==> src/rtl/divider.sv <==
// Unsigned restoring divider: one quotient bit per RUN cycle, MSB first.
// Optional macro DIVIDER_ZERO_FAST_EN finishes a divide-by-zero one edge after capture.
module divider #(
  parameter int WIDTH = 32
) (
  input  logic             clock,
  input  logic             reset,
  input  logic             start_division,
  input  logic [WIDTH-1:0] dividend,
  input  logic [WIDTH-1:0] divisor,
  output logic [WIDTH-1:0] quotient,
  output logic [WIDTH-1:0] remainder,
  output logic             busy,
  output logic             done
);

  localparam int CW = $clog2(WIDTH + 1);

  typedef enum logic [1:0] {IDLE, RUN, DONE} state_t;

  state_t           state_q, state_d;
  logic [CW-1:0]    count_q, count_d;
  logic [WIDTH:0]   rem_q, rem_d;
  logic [WIDTH-1:0] dvd_q, dvd_d;
  logic [WIDTH-1:0] dvs_q, dvs_d;
  logic [WIDTH-1:0] quot_q, quot_d;
  logic [WIDTH-1:0] remOut_q, remOut_d;
  logic             busy_q, busy_d;
  logic             done_q, done_d;

  logic [WIDTH+1:0] shifted;
  logic [WIDTH+1:0] diff;
  logic             qBit;
  logic [WIDTH:0]   remNext;
  logic [WIDTH-1:0] dvdNext;
  logic             zeroFast;

  // One restoring step; the extra top bit of diff is the borrow that rejects the subtraction.
  always_comb begin
    shifted = {rem_q, dvd_q[WIDTH-1]};
    diff    = shifted - {2'b00, dvs_q};
    qBit    = ~diff[WIDTH+1];
    remNext = qBit ? diff[WIDTH:0] : shifted[WIDTH:0];
    dvdNext = {dvd_q[WIDTH-2:0], qBit};
  end

`ifdef DIVIDER_ZERO_FAST_EN
  assign zeroFast = (dvs_q == '0);
`else
  assign zeroFast = 1'b0;
`endif

  always_comb begin
    state_d  = state_q;
    count_d  = count_q;
    rem_d    = rem_q;
    dvd_d    = dvd_q;
    dvs_d    = dvs_q;
    quot_d   = quot_q;
    remOut_d = remOut_q;
    case (state_q)
      IDLE, DONE: begin
        if (start_division) begin
          dvd_d   = dividend;
          dvs_d   = divisor;
          rem_d   = '0;
          count_d = CW'(WIDTH);
          state_d = RUN;
        end
      end
      RUN: begin
        if (zeroFast) begin
          quot_d   = '1;
          remOut_d = dvd_q;
          count_d  = '0;
          state_d  = DONE;
        end else begin
          rem_d   = remNext;
          dvd_d   = dvdNext;
          count_d = count_q - CW'(1);
          if (count_q == CW'(1)) begin
            quot_d   = dvdNext;
            remOut_d = remNext[WIDTH-1:0];
            state_d  = DONE;
          end
        end
      end
      default: state_d = IDLE;
    endcase
    busy_d = (state_d == RUN);
    done_d = (state_d == DONE);
  end

  always_ff @(posedge clock) begin
    if (reset) begin
      state_q  <= IDLE;
      count_q  <= '0;
      rem_q    <= '0;
      dvd_q    <= '0;
      dvs_q    <= '0;
      quot_q   <= '0;
      remOut_q <= '0;
      busy_q   <= 1'b0;
      done_q   <= 1'b0;
    end else begin
      state_q  <= state_d;
      count_q  <= count_d;
      rem_q    <= rem_d;
      dvd_q    <= dvd_d;
      dvs_q    <= dvs_d;
      quot_q   <= quot_d;
      remOut_q <= remOut_d;
      busy_q   <= busy_d;
      done_q   <= done_d;
    end
  end

  assign quotient  = quot_q;
  assign remainder = remOut_q;
  assign busy      = busy_q;
  assign done      = done_q;

endmodule

==> config.mk <==
export PLATFORM = sky130hd
export DESIGN_NAME = divider
export DESIGN_NICKNAME = d
export VERILOG_FILES = /design/src/rtl/divider.sv
export SDC_FILE = /design/constraint.sdc
export NUM_CORES = 1
export LEC_CHECK = 0
export CAP_MARGIN = 20
export CORE_ASPECT_RATIO = 1.2
export CORE_MARGIN = 5
export CORE_UTILIZATION = 56
export CTS_BUF_LIST = sky130_fd_sc_hd__clkbuf_2
export DETAILED_ROUTE_END_ITERATION = 12
export PLACE_DENSITY = 0.89
export SLEW_MARGIN = 5
export SYNTH_ARGS = -nofsm -noshare
export SYNTH_HDL_FRONTEND = slang
export SYNTH_SLANG_ARGS = --single-unit
==> constraint.sdc <==
create_clock -name clock -period 3.6 [get_ports clock]
set_clock_uncertainty 0.15 [all_clocks]
set_input_delay 0.72 -clock clock [delete_from_list [all_inputs] [get_ports clock]]
set_output_delay 0.72 -clock clock [all_outputs]
set_load 0.01 [all_outputs]
==> impl_metrics.toml, run 1 <==
[critical_path]
crit_start = "dvs_q[23]"
r2r_slack_ps = 230
critPathKind = "flip-flop to flip-flop"
worstSetupEndpoint = "remainder[12]"
end_kind = "flip-flop"
crit_fanout = 18
reg2reg_to = "remainder[12]"
worstSetupStartpointType = "flip-flop"
rr_worst_depth = 11
required_ps = 4100
worstPathArrival_ps = 3870
reg2reg_from = "dvs_q[23]"

[power_and_ir_drop]
power_frac_clock_pct = 15.1
p_int_mw = 4.08
pwr_density_cell_mw_per_mm2 = 748
sw_frac_of_total_pct = 46.3
pwr-share-comb_pct = 55.6
power_frac_seq_pct = 29.2
ir_drop_mv = 0.573
p_leak_nw = 3.72
p_total_mw = 7.60
power_switching_mw = 3.52

[yosys]
syn_inst = 1092
yosysSeqAreaShare_pct = 40.5
synth_cell_types = 62
avgSynthCellArea_um2 = 7.73
syn-cell-area_mm2 = 0.00845
ys.flop_type = "dfxtp_1"
synth_warnings = 0
synth_nets = 1194
async_flop_share_pct = 0
ys_seq_elements = 171
synth-edff-count = 0

[timing]
setup_viol = 0
fin_ws_ps = 230
min_period_ps = 3370
hold_viol = 0
rsz0062_at_grt = "false"
tightest_slew_ps = 1070
relSlewSlack_pct = 28.5
drv_slew = 0
min_period_over_period_pct = 93.6
fmax_ghz = 0.297
finalSetupTns_ps = 0

[final_layout]
nNetsFinal = 1290
syn_to_final_growth_pct = 20.2
layout-drive-gt1-share_pct = 5.25
fin_util_pct = 68.1

[global_route]
grt_overflow = 0
grt_antenna_before_repair = 1
grt_pass1_vias = 7830
grt_pass1_wl_mm = 37.3
grt_usage_pct = 26.1
grt_max_degree = 83

[clocking]
clk_latency_ps = 790
h-tree-depth = 4
cts.sinks = 171
post_cts_resize_count = 0
hold_buffers = 0
numCtsBuffers = 17
cts_tree = "done"
cts_root_buffer = "clkbuf_2"
clock_path_buffers = 2
clk_pin_slew_ps = 270
cts_setup_buffers = 0

[routing]
met1Wirelength_mm = 9.28
detail-route-antenna-nets = 0
routed_wl_mm = 22.9
highest_layer = "met4"
wl_met2_mm = 11.4
routed_via_density = 5.83
vias = 8198
firstDrtPassIters = 6
post_drt_wl_per_cell_um = 16.3
drc = 0
wl_met3_mm = 1.61
drt_iter0_drc = 757

[run]
drv_cap = 0

[placed_design]
port_buffers = 132
hpwl_mm = 16.2
pre_cts_ws_ps = 319
gp_congestion = 0.952

[min_path]
hold_class = "primary input to flip-flop"

[run_status]
status = "complete, no violations"

[floorplanning]
die_area_mm2 = 0.0176
ioPinCount = 133
core_area_mm2 = 0.0149
start_util_pct = 56.7
die_h_um = 145
die_w_um = 122
num_rows = 49
==> sequential cells by signal, indices dropped and copies added, names as in the netlist <==
name / cells
count_q: 6
done: 1
state_q: 2
dvd_q: 32
busy: 1
rem_q: 33
dvs_q: 32
quotient: 32
remainder: 32
==> cell families after synthesis <==
family,after synthesis,share of synthesized area (%)
AOI/OAI and AO/OA,335,24.1
xor gates and xnor gates,26,2.70
adders and majority gates,35,5.27
buffers and inverters,112,5.59
DFF,171,40.5
muxes,17,2.09
and+or+nand+nor,396,19.7
==> routing by layer <==
layer | track usage (%) | vias to the layer above
met5 | 0 | -
met4 | 11.1 | 0
met3 | 7.08 | 60
met2 | 44.8 | 297
met1 | 30.7 | 3833
li1 | - | 4008
==> worst max-delay path, stage by stage, from the launching register on <==
cell and delay (ps):
dfxtp_1 400, inv_1 40, ha_1 450, nand2_1 150, or3_4 430, or3_1 370
o311ai_2 110, or3_1 260, and2_4 240, buf_4 260, mux2i_1 260, a211oi_1 110
==> stage by stage <==
step                hold WS [ps]  cells  instance area, um^2
floorplan                    286   1092                 8450
global placement             293   1373                 9870
detailed placement           297   1373                 9870
CTS                          236   1405                10100
global route                 231   1406                10100
finish                       275   1406                10100
==> worst min path at each step <==
| stage | depth (start not counted) | start | endpoint |
|---|---|---|---|
| after floorplan | 2 | dvd_q[31] | dvd_q[31] |
| after global placement | 2 | dvs_q[19] | dvs_q[19] |
| after detailed placement | 2 | dvs_q[17] | dvs_q[17] |
| after CTS | 2 | reset | count_q[1] |
| after global routing | 3 | divisor[1] | dvs_q[1] |
| final | 2 | reset | dvs_q[31] |
==> area by class of cell <==
cell class / instances / area (um^2)
clock buffer: 17 / 85.1
inverter: 42 / 158
clock inverter: 15 / 195
antenna: 1 / 2.50
multi-input combinational: 809 / 4590
fill: 1253 / 4750
timing repair buffer: 147 / 1440
tap: 204 / 255
sequential: 171 / 3420
==> layout by cell type, fill, tap and decap left out, types with 17 or more instances in the layout <==
master / Yosys / final
clkbuf_2: 0 / 17
nor2_1: 57 / 55
a211oi_1: 23 / 23
a22oi_1: 32 / 32
a21oi_1: 151 / 151
inv_1: 42 / 42
o21ai_0: 45 / 45
dfxtp_1: 171 / 171
nand2_1: 260 / 260
a31oi_1: 18 / 18
ha_1: 34 / 34
nand3_1: 31 / 31
clkdlybuf4s50_1: 0 / 131
xnor2_1: 17 / 17
==> cell usage after synthesis, types with 5 or more instances <==
master    instances  area share (%)
nand2_1         260              12
dfxtp_1         171              41
a21oi_1         151             8.9
clkbuf_1         57             2.5
nor2_1           57             2.5
o21ai_0          45             2.7
inv_1            42             1.9
ha_1             34             5.0
a22oi_1          32             2.8
nand3_1          31             1.8
a211oi_1         23             2.0
a31oi_1          18             1.3
xnor2_1          17             1.8
mux2i_1          15             1.8
xor2_1            9            0.93
a21o_1            8            0.71
a311oi_1          8            0.83
nand2b_1          8            0.59
o211ai_1          7            0.62
nor3_1            6            0.36
a32oi_1           5            0.52
and3_1            5            0.37
buf_1             5            0.22
o22ai_1           5            0.37
or3_1             5            0.37
==> power by group through the flow <==
stage	Combinational [mW]	Sequential (mW)	Clock, mW
after CTS	4.15	2.22	1.17
after detailed placement	4.11	2.25	0
final	4.23	2.22	1.15
after global placement	4.08	2.24	0
after floorplan	3.31	2.21	0
after global routing	4.62	2.25	1.25
Note: power is estimated with default switching activity, not from simulation.
==> run 2: changes to the inputs <==
- CORE_UTILIZATION: 56 -> 40
- PLACE_DENSITY: 0.89 -> 0.68
==> run 2 against run 1 <==
Against the previous run: via count is 3.0% lower; fmax is 1.0% higher; hold slack worse by 12 ps; cell count is 4.8% higher; global-route usage is 6.7 points lower; sequential cell count stayed put; sequential power hardly changed; die area is 37% higher; critical path type unchanged; highest routed layer unchanged.
==> impl_metrics.toml, run 2 (synthesis results as in run 1) <==
[clocking]
numCtsBuffers = 17
cts_setup_buffers = 0
h-tree-depth = 4
clock_path_buffers = 2
hold_buffers = 0
cts_tree = "done"
clk_pin_slew_ps = 290
cts.sinks = 171
post_cts_resize_count = 0
clk_latency_ps = 780
cts_root_buffer = "clkbuf_2"

[critical_path]
path_buf_inv = 2
critPathKind = "flip-flop to flip-flop"
worstPathArrival_ps = 3920
crit_fanout = 28
required_ps = 4190
slowest_stage = "ha_1"
cpMostUsedCell = "or3_1"
cpPeakStageDelay_ps = 510
end_kind = "flip-flop"
worstSetupStartpointType = "flip-flop"
critPathTopFamily = "simple AND/OR/NAND/NOR gates"
crit_path_cell_trace = "inv_1 > ha_1 > nand2_1 > or3_4 > or3_1 > o311ai_2 > or3_1 > and2_4 > buf_12 > mux2_4 > o22ai_1"

[timing]
tightest_slew_ps = 1070
setup_viol = 0
drv_slew = 0
min_period_over_period_pct = 92.6
fin_ws_ps = 265
hold_viol = 0
rsz0062_at_grt = "false"
finalSetupTns_ps = 0
relSlewSlack_pct = 28.2
fmax_ghz = 0.300
hold-worst-slack_ps = 263
min_period_ps = 3340

[global_route]
grt_usage_pct = 19.3
use_met2_pct = 33.4
grt_pass1_vias = 7673
grt_overflow = 0
grt_max_degree = 91
met1_usage_pct = 24.0
met3_usage_pct = 4.26
grt_antenna_before_repair = 1
grt_pass1_wl_mm = 38.1
top_usage_layer = "met2"

[routing]
routed_via_density = 5.39
vias = 7952
drt_iter0_drc = 503
routed_wl_mm = 23.6
detail-route-antenna-nets = 0
post_drt_wl_per_cell_um = 16.0
drc = 0
firstDrtPassIters = 7

[final_layout]
final_common_cell = "nand2_1"
fin_area_mm2 = 0.0102
fin_util_pct = 49.0
final_cells = 1474
layout-drive-gt1-share_pct = 5.40
nNetsFinal = 1292
largest_reg_flops = 33
syn_to_final_growth_pct = 21.2
most-common-layout-cells = "nand2_1, dfxtp_1, a21oi_1"
fillCellCount = 2150
regMostFlops = "rem_q"

[placed_design]
hpwl_mm = 16.9
post_dp_cell_area_mm2 = 0.00998
port_buffers = 132
pre_cts_ws_ps = 262
placed_cells = 1441
gp_congestion = 0.939

[floorplanning]
die_area_mm2 = 0.0241
start_util_pct = 40.4
num_rows = 58
die_h_um = 169
die_w_um = 143
ioPinCount = 133
core_area_mm2 = 0.0209

[min_path]
hold_class = "primary input to flip-flop"

[run_status]
status = "complete, no violations"

[run]
drv_cap = 0

[power_and_ir_drop]
pwr_density_cell_mw_per_mm2 = 736
ir_drop_mv = 0.445
p_total_mw = 7.54
p_leak_nw = 3.72
## run 2: worst reg2reg max path, delay by kind of cell, from the launching register on
kind                     cells  cell delay (ps)
buffers and inverters        2              240
AO/OA/AOI/OAI                2              260
multiplexers                 1              330
adder cells (fa/ha/maj)      1              510
flip-flops                   1              390
AND/OR/NAND/NOR              5             1460
## run 2: final timing paths
path	from	endpoint	slack, ps	cells after the start
setup reg to reg	dvs_q[23]	remainder[0]	260	11
hold reg to reg	dvd_q[10]	quotient[11]	320	2
hold / removal	reset	count_q[1]	260	2
setup / recovery	dvs_q[23]	remainder[0]	260	11
## run 2: area by class of cell
class | count | area, um^2 | share of cell area (%)
clock inverter | 15 | 169 | 1.65
antenna | 1 | 2.50 | 0.0244
multi-input combinational | 809 | 4590 | 44.8
tap | 270 | 338 | 3.30
clock buffer | 17 | 85.1 | 0.831
timing repair buffer | 149 | 1470 | 14.4
inverter | 42 | 158 | 1.54
sequential | 171 | 3420 | 33.4
## run 2: power by group
group,switching [mW],internal [mW]
logic,2.59,1.69
clock network,0.807,0.239
registers,0.147,2.07
## run 2: metal layers
layer,vias to the layer above,part of all wire [%]
met3,35,5.0
met2,198,49
met4,0,1.9
li1,4008,-
met5,-,0
met1,3711,44
==> run 3: changes to the inputs <==
- CTS_BUF_LIST: sky130_fd_sc_hd__clkbuf_2 -> sky130_fd_sc_hd__clkbuf_2 sky130_fd_sc_hd__clkbuf_4 sky130_fd_sc_hd__clkbuf_8
==> run 3 against run 2 <==
Against the previous run: critical endpoint is now remainder[22]; fmax shrank 1.7%; count of clock-buffer cells in the layout unchanged; global-route usage about the same; design area is 1.4% higher; first-iteration DRC count grew 7.6%; die area did not move; combinational power is essentially flat; via count increased by 0.87%; sequential power hardly changed; non-clock buffer count did not move.
==> impl_metrics.toml, run 3 (synthesis results as in run 1) <==
[run_status]
status = "complete, no violations"

[global_route]
grt_antenna_before_repair = 0
grt_max_degree = 91
grt_overflow = 0
grt_pass1_vias = 7687
grt_usage_pct = 19.4
grt_pass1_wl_mm = 38.3

[final_layout]
layout-drive-gt1-share_pct = 5.40
fillCellCount = 2124
nNetsFinal = 1292
final_common_cell = "nand2_1"
syn_to_final_growth_pct = 23.0
regMostFlops = "rem_q"
most-common-layout-cells = "nand2_1, dfxtp_1, a21oi_1"
largest_reg_flops = 33
antenna_cells = 0
fin_area_mm2 = 0.0104

[run]
drv_cap = 0

[timing]
min_period_over_period_pct = 94.2
fmax_ghz = 0.295
relSlewSlack_pct = 29.0
hold_viol = 0
finalSetupTns_ps = 0
drv_slew = 0
hold-worst-slack_ps = 309
tightest_slew_ps = 1060
min_period_ps = 3390
rsz0062_at_grt = "false"
setup_viol = 0

[routing]
drc = 0
firstDrtPassIters = 8
routed_wl_mm = 23.7
drt_iter0_drc = 541
routed_via_density = 5.45
post_drt_wl_per_cell_um = 16.1
detail-route-antenna-nets = 0
vias = 8021

[floorplanning]
start_util_pct = 40.4
core_area_mm2 = 0.0209
num_rows = 58
ioPinCount = 133
die_area_mm2 = 0.0241
die_h_um = 169
die_w_um = 143

[power_and_ir_drop]
ir_drop_mv = 0.499
p_leak_nw = 3.77
p_total_mw = 7.85
pwr_density_cell_mw_per_mm2 = 756

[placed_design]
port_buffers = 132
hpwl_mm = 16.9
gp_congestion = 0.939
post_dp_cell_area_mm2 = 0.00998

[critical_path]
end_kind = "flip-flop"
crit_fanout = 16
worstSetupStartpointType = "flip-flop"
worstPathArrival_ps = 3550
critPathKind = "flip-flop to flip-flop"
required_ps = 3760
r2r_slack_ps = 210

[clocking]
h-tree-depth = 4
hold_buffers = 0
numCtsBuffers = 17
clk_pin_slew_ps = 100
cts_tree = "done"
post_cts_resize_count = 0
cts_setup_buffers = 0
clk_latency_ps = 470
cts_root_buffer = "clkbuf_8"
cts.sinks = 171
clock_path_buffers = 2

[min_path]
hold_class = "flip-flop to flip-flop"
## run 3: cell count changes in the layout (fill, tap and decap cells not counted)
cell,before,now
clkbuf_2,17,0
clkbuf_8,0,17
diode_2,1,0
o21ai_0,44,45
o21ai_1,5,4
## run 3: metal layers
layer	wire (um)	up-vias	GRT usage (%)	part of all wire, %
met4	487	0	5.79	2.1
met3	1190	38	4.45	5.0
li1	-	4013	-	-
met1	10400	3781	24.2	44
met2	11600	189	33.4	49
met5	0	-	0	0
## run 3: metrics by stage
step / cells / util (%) / worst slack, ps
4_1_cts: 1473 / 49.7 / 225
3_3_place_gp: 1441 / 47.8 / 377
2_1_floorplan: 1092 / - / 660
3_5_place_dp: 1441 / 47.8 / 262
5_1_grt: 1473 / 49.7 / 2.46
6_report: 1473 / 49.7 / 208
## run 3: final cells by class
class,instances,area (um^2),share of cell area [%]
timing repair buffer,149,1470,14.2
sequential,171,3420,33.0
clock inverter,15,169,1.63
inverter,42,158,1.52
clock buffer,17,234,2.25
tap,270,338,3.25
multi-input combinational,809,4590,44.2
## run 3: path summary, 6_finish.rpt
check / to / from / depth (start not counted)
max: remainder[22] / dvs_q[23] / 11
min: dvs_q[11] / dvs_q[11] / 2
max reg2reg: remainder[22] / dvs_q[23] / 11
min reg2reg: dvs_q[11] / dvs_q[11] / 2
## run 3: critical path, stage by stage, from the launching register on
cell	delay, ps
dfxtp_1	340
inv_1	50
ha_1	500
nand2_1	160
or3_4	430
or3_1	370
o311ai_2	110
o21ai_0	300
and2_4	260
buf_12	160
o21ai_1	280
a211oi_1	120
## run 3: power breakdown
part           total, mW  switching (mW)  internal, mW
registers           2.21           0.147          2.06
logic               4.28            2.59          1.69
clock network       1.36           0.836         0.529
